**config.mk**
```make
export PLATFORM = sky130hd
export DESIGN_NAME = regfile_2w2r
export DESIGN_NICKNAME = d
export VERILOG_FILES = /design/src/rtl/regfile_2w2r.sv
export SDC_FILE = /design/constraint.sdc
export NUM_CORES = 2
export LEC_CHECK = 0
export CAP_MARGIN = 20
export CORE_AREA = 4 4 646 392
export DETAILED_ROUTE_END_ITERATION = 8
export DIE_AREA = 0 0 650 396
export GPL_TIMING_DRIVEN = 0
export MAX_ROUTING_LAYER = met4
export PLACE_DENSITY = 0.43
export SYNTH_ARGS = -nofsm -noshare
export SYNTH_HDL_FRONTEND = slang
export SYNTH_SLANG_ARGS = --single-unit
```
**constraint.sdc**
```tcl
create_clock -name clk -period 2.7 [get_ports clk]
set_input_delay 0.54 -clock clk [delete_from_list [all_inputs] [get_ports clk]]
set_output_delay 0.54 -clock clk [all_outputs]
set_load 0.03 [all_outputs]
```
**src/rtl/regfile_2w2r.sv**
```systemverilog
// Two-write / two-read register file with a post-reset zero sweep.
// Reads are combinational and bypass same-cycle writes, with port 1 taking priority.
module regfile_2w2r #(
    parameter int DATA_W   = 32,
    parameter int ADDR_W   = 5,
    parameter bit ZERO_REG = 1'b1
) (
    input  logic              clk,
    input  logic              rst,
    input  logic [ADDR_W-1:0] rd_addr0,
    output logic [DATA_W-1:0] rd_data0,
    input  logic [ADDR_W-1:0] rd_addr1,
    output logic [DATA_W-1:0] rd_data1,
    input  logic              wr_en0,
    input  logic [ADDR_W-1:0] wr_addr0,
    input  logic [DATA_W-1:0] wr_data0,
    input  logic              wr_en1,
    input  logic [ADDR_W-1:0] wr_addr1,
    input  logic [DATA_W-1:0] wr_data1,
    output logic              busy
);

    localparam int DEPTH = 1 << ADDR_W;

    typedef enum logic {
        CLEAR = 1'b0,
        READY = 1'b1
    } state_e;

    state_e            state_q, state_d;
    logic [ADDR_W-1:0] clr_ptr_q, clr_ptr_d;
    logic [DATA_W-1:0] mem_q [DEPTH];
    logic [DATA_W-1:0] mem_d [DEPTH];

    logic ready;
    logic we0;
    logic we1;

    // Writes only land in READY outside reset; entry 0 is read-only when hardwired.
    assign ready = (state_q == READY) && !rst;
    assign we0   = ready && wr_en0 && !(ZERO_REG && (wr_addr0 == '0));
    assign we1   = ready && wr_en1 && !(ZERO_REG && (wr_addr1 == '0));
    assign busy  = (state_q == CLEAR);

    // Sweep controller: walk clr_ptr across every entry, then open for writes.
    always_comb begin
        state_d   = state_q;
        clr_ptr_d = clr_ptr_q;
        unique case (state_q)
            CLEAR: begin
                clr_ptr_d = clr_ptr_q + ADDR_W'(1);
                if (clr_ptr_q == '1) begin
                    state_d = READY;
                end
            end
            READY: begin
                clr_ptr_d = '0;
            end
            default: begin
                state_d   = CLEAR;
                clr_ptr_d = '0;
            end
        endcase
    end

    // Controller state register with synchronous reset back to the sweep start.
    always_ff @(posedge clk) begin
        if (rst) begin
            state_q   <= CLEAR;
            clr_ptr_q <= '0;
        end else begin
            state_q   <= state_d;
            clr_ptr_q <= clr_ptr_d;
        end
    end

    // Next storage contents: sweep zero, then port 0, then port 1 (port 1 wins ties).
    always_comb begin
        mem_d = mem_q;
        if (!rst && (state_q == CLEAR)) begin
            mem_d[clr_ptr_q] = '0;
        end
        if (we0) begin
            mem_d[wr_addr0] = wr_data0;
        end
        if (we1) begin
            mem_d[wr_addr1] = wr_data1;
        end
    end

    // Storage array; contents are defined by the sweep rather than by reset.
    always_ff @(posedge clk) begin
        mem_q <= mem_d;
    end

    // Read port 0: zero while not ready, then bypass, then stored data.
    always_comb begin
        rd_data0 = '0;
        if (!ready) begin
            rd_data0 = '0;
        end else if (ZERO_REG && (rd_addr0 == '0)) begin
            rd_data0 = '0;
        end else if (we1 && (wr_addr1 == rd_addr0)) begin
            rd_data0 = wr_data1;
        end else if (we0 && (wr_addr0 == rd_addr0)) begin
            rd_data0 = wr_data0;
        end else begin
            rd_data0 = mem_q[rd_addr0];
        end
    end

    // Read port 1: identical selection to port 0.
    always_comb begin
        rd_data1 = '0;
        if (!ready) begin
            rd_data1 = '0;
        end else if (ZERO_REG && (rd_addr1 == '0)) begin
            rd_data1 = '0;
        end else if (we1 && (wr_addr1 == rd_addr1)) begin
            rd_data1 = wr_data1;
        end else if (we0 && (wr_addr0 == rd_addr1)) begin
            rd_data1 = wr_data0;
        end else begin
            rd_data1 = mem_q[rd_addr1];
        end
    end

endmodule

```
==> results.md <==
* Outcome: finished with violations
* Failing checks: negative setup slack
* Post-Syn Instances at 7648
* Syn nets at 7741
* Unrepaired setup endpoints after global routing: true
* CP Data Arrival Time at 2.94 ns
* Io pins at 153
* Vias in the first global route at 62000
* Pleak at 26.9 nW
* Initial drt markers at 12100
* EDFF count, synth at 0
* Clock-pin slew on the worst setup and hold paths at 0.07 ns
* Worst Path Required at 2.16 ns
* Root buffer cell: clkbuf_16
* CTS tree: done
* Post-synthesis sequential element count at 1030
* Fin crit period at 3.48 ns
* R2r worst-path depth at 8
* CTS Hold Bufs at 0
* Worst Path Max Fanout at 10
* Startpoint Class: input port
* Drt first pass iters at 8
* Max Freq at 287 MHz
* Final Skew at 0.0205 ns
* Vias at 70000
* Crit Path Class: input port to output pin
* FILL cells at 26100
* Power per standard cell area at 471 nW/um^2
* Max-cap violations at 0
* H-tree Lvls at 3
* Initial antenna violation count at 15
* Crit path capture type: output pin
* WL final at 402 mm
* Asr flop ratio synth at 0
* Dpl hpwl at 322 mm
* Worst slew pin tran at 1.11 ns
* Final ANT Viol Nets at 0
* Mapped Area at 61500 um^2
* GRT Util Overall at 0.304
* Post-synth cell types at 49
* Area growth syn-to-layout at 25.9%
* CTS Sinks at 1030
* GR Overflow Total at 0
* # DRC at 0
* Avg Cell Area, Syn at 8.04 um^2
* Hold WC Path Type: input port to flip-flop
* Core footprint at 248000 um^2
* Skew-Pair Late Insertion Delay at 0.77 ns
* Initial Utilization at 0.248
* Top FF cell, synth: dfxtp_1
* Routability Congestion at 1.07
* Layout cell share with drive strength beyond 1 at 0.209
* Die footprint at 257000 um^2
* Worst slew margin at 0.261
* TritonCTS Buffers at 110
* Final period util at 1.29
* Hold slack at 0.202 ns
* Routed vias/inst at 6.13
* Chip width at 650 um
* Core Rows at 142
* Final Hold Viols at 0
* Final core occ at 0.312
* First-pass GRT wire length at 531 mm
* Port bufs at 105
* Setup ws final at -0.782 ns
* Final count of pins violating max slew at 0
* WL/cell at 35.2 um
* Nets@finish at 8086
* Clk buf depth at 3
* Finish-stage setup viols at 253
* YS warnings at 0
* Seq/Total Area, Yosys at 0.335
* Worst vdd ir at 0.428 mV
* Largest net degree at the start of global routing at 15
* Die H at 396 um
* Worst hold path depth at 3
## per-stage QoR
step / setup TNS (ns) / setup WS [ns] / instances / cell area, um^2 / power, W
floorplan: -0.922 / -0.0299 / 7648 / 62600 / 0.0176
global placement: -1400.04 / -3.16 / 11100 / 67800 / 0.0192
detailed placement: -1220.63 / -2.65 / 11100 / 67900 / 0.0193
CTS: -144.94 / -0.724 / 11300 / 75500 / 0.0361
global route: -41.79 / -0.726 / 11400 / 77400 / 0.0371
finish: -47.53 / -0.782 / 11400 / 77400 / 0.0364
## report_power, final
part / internal, W / switching [W] / leakage [nW]
logic: 0.00134 / 0.00292 / 16.7
registers: 0.0154 / 0.000148 / 8.31
clock network: 0.00918 / 0.00750 / 1.84
total: 0.0259 / 0.0106 / 26.9
## final cells by class
| type | instances | area [um^2] | share of cell area |
|---|---|---|---|
| tap | 3312 | 4140 | 0.0535 |
| buffer | 966 | 6150 | 0.0795 |
| clock buffer | 169 | 3360 | 0.0434 |
| inverter | 39 | 150 | 0.00194 |
| clock inverter | 29 | 342 | 0.00441 |
| sequential | 1030 | 20600 | 0.266 |
| multi-input combinational | 5603 | 39600 | 0.512 |
| antenna | 15 | 37.5 | 0.000485 |
| timing repair buffer | 243 | 2980 | 0.0385 |
## critical path, cell delays in order
cell	delay, ns
buf_2	0.23
clkbuf_8	0.26
buf_8	0.21
clkbuf_4	0.33
o221ai_2	0.22
and3_1	0.21
o211ai_1	0.42
o221ai_4	0.27
buf_6	0.21
## synth_stat cells, types with 3 or more instances
cell type	instances	area share
a22oi_1	192	0.023
a31oi_1	992	0.10
and2_1	40	0.0041
and3_1	71	0.0072
and3b_1	4	0.00057
buf_1	19	0.0012
buf_2	154	0.013
buf_4	44	0.0054
buf_6	14	0.0026
clkbuf_1	713	0.044
clkbuf_2	32	0.0026
dfxtp_1	1030	0.34
ha_1	5	0.0010
inv_1	39	0.0024
mux2i_1	256	0.042
mux4_2	384	0.14
nand2_1	1124	0.069
nand2b_1	7	0.00071
nand3_1	1030	0.084
nand4_1	6	0.00061
nor2_1	1034	0.063
nor2b_1	76	0.0077
nor3_1	5	0.00041
nor3b_1	6	0.00073
nor3b_2	3	0.00061
nor4_1	3	0.00031
o211ai_1	64	0.0078
o221ai_1	128	0.018
o22a_1	64	0.0091
o22ai_1	64	0.0065
or2_2	5	0.00051
xnor2_1	7	0.0010
xor2_1	13	0.0019
## worst paths after layout
check | startpoint | to | slack, ns
max | rd_addr1[4] | rd_data1[10] | -0.78
min | wr_data0[28] | mem_q[28] | 0.20
max reg2reg | state_q | mem_q[797] | -0.10
min reg2reg | mem_q[1012] | mem_q[1012] | 0.49
## cells by family after synthesis
logic type	share of synthesized area
fa+ha+maj	0.00102
xor+xnor	0.00285
flops	0.335
buf+inv	0.0702
simple gates	0.241
mux	0.182
compound gates	0.167
## registers in the layout, summed over array words and instances (netlist names)
signal and count:
mem_q 1024, state_q 1, clr_ptr_q 5
## layout by cell type, fill, tap and decap left out, types with 33 or more instances in the layout
cell type / synthesis / layout
buf_2: 154 / 107
mux2i_1: 256 / 219
and2_1: 40 / 39
dfxtp_1: 1030 / 1029
buf_8: 0 / 33
a31oi_1: 992 / 992
o221ai_4: 0 / 56
buf_6: 14 / 108
a22oi_2: 0 / 142
buf_4: 44 / 93
clkbuf_1: 713 / 513
nand3_1: 1030 / 1004
o22ai_1: 64 / 62
o221ai_2: 0 / 67
nor2_1: 1034 / 1003
and3_1: 71 / 69
o211ai_1: 64 / 64
mux4_2: 384 / 384
nand2_2: 0 / 41
inv_1: 39 / 38
a22oi_1: 192 / 50
clkbuf_16: 0 / 124
nor2b_1: 76 / 68
clkbuf_2: 32 / 164
clkbuf_8: 0 / 62
nand2_1: 1124 / 1083
o22a_1: 64 / 64
buf_12: 0 / 63
## per-layer routing
metal | part of all wire | vias to the layer above | wire [um] | GRT usage
li1 | - | 28700 | - | -
met1 | 0.45 | 35100 | 182000 | 0.447
met2 | 0.35 | 5497 | 140000 | 0.353
met3 | 0.16 | 629 | 63000 | 0.128
met4 | 0.041 | 0 | 16700 | 0.108
met5 | 0 | - | 0 | -
## timing repair
item	in CTS	in global routing
pin swaps	92	81
setup endpoints to repair	1035	984
resized for setup	1168	498
buffers inserted	45	66
gates cloned	11	5
Note: power is estimated with default switching activity, not from simulation.
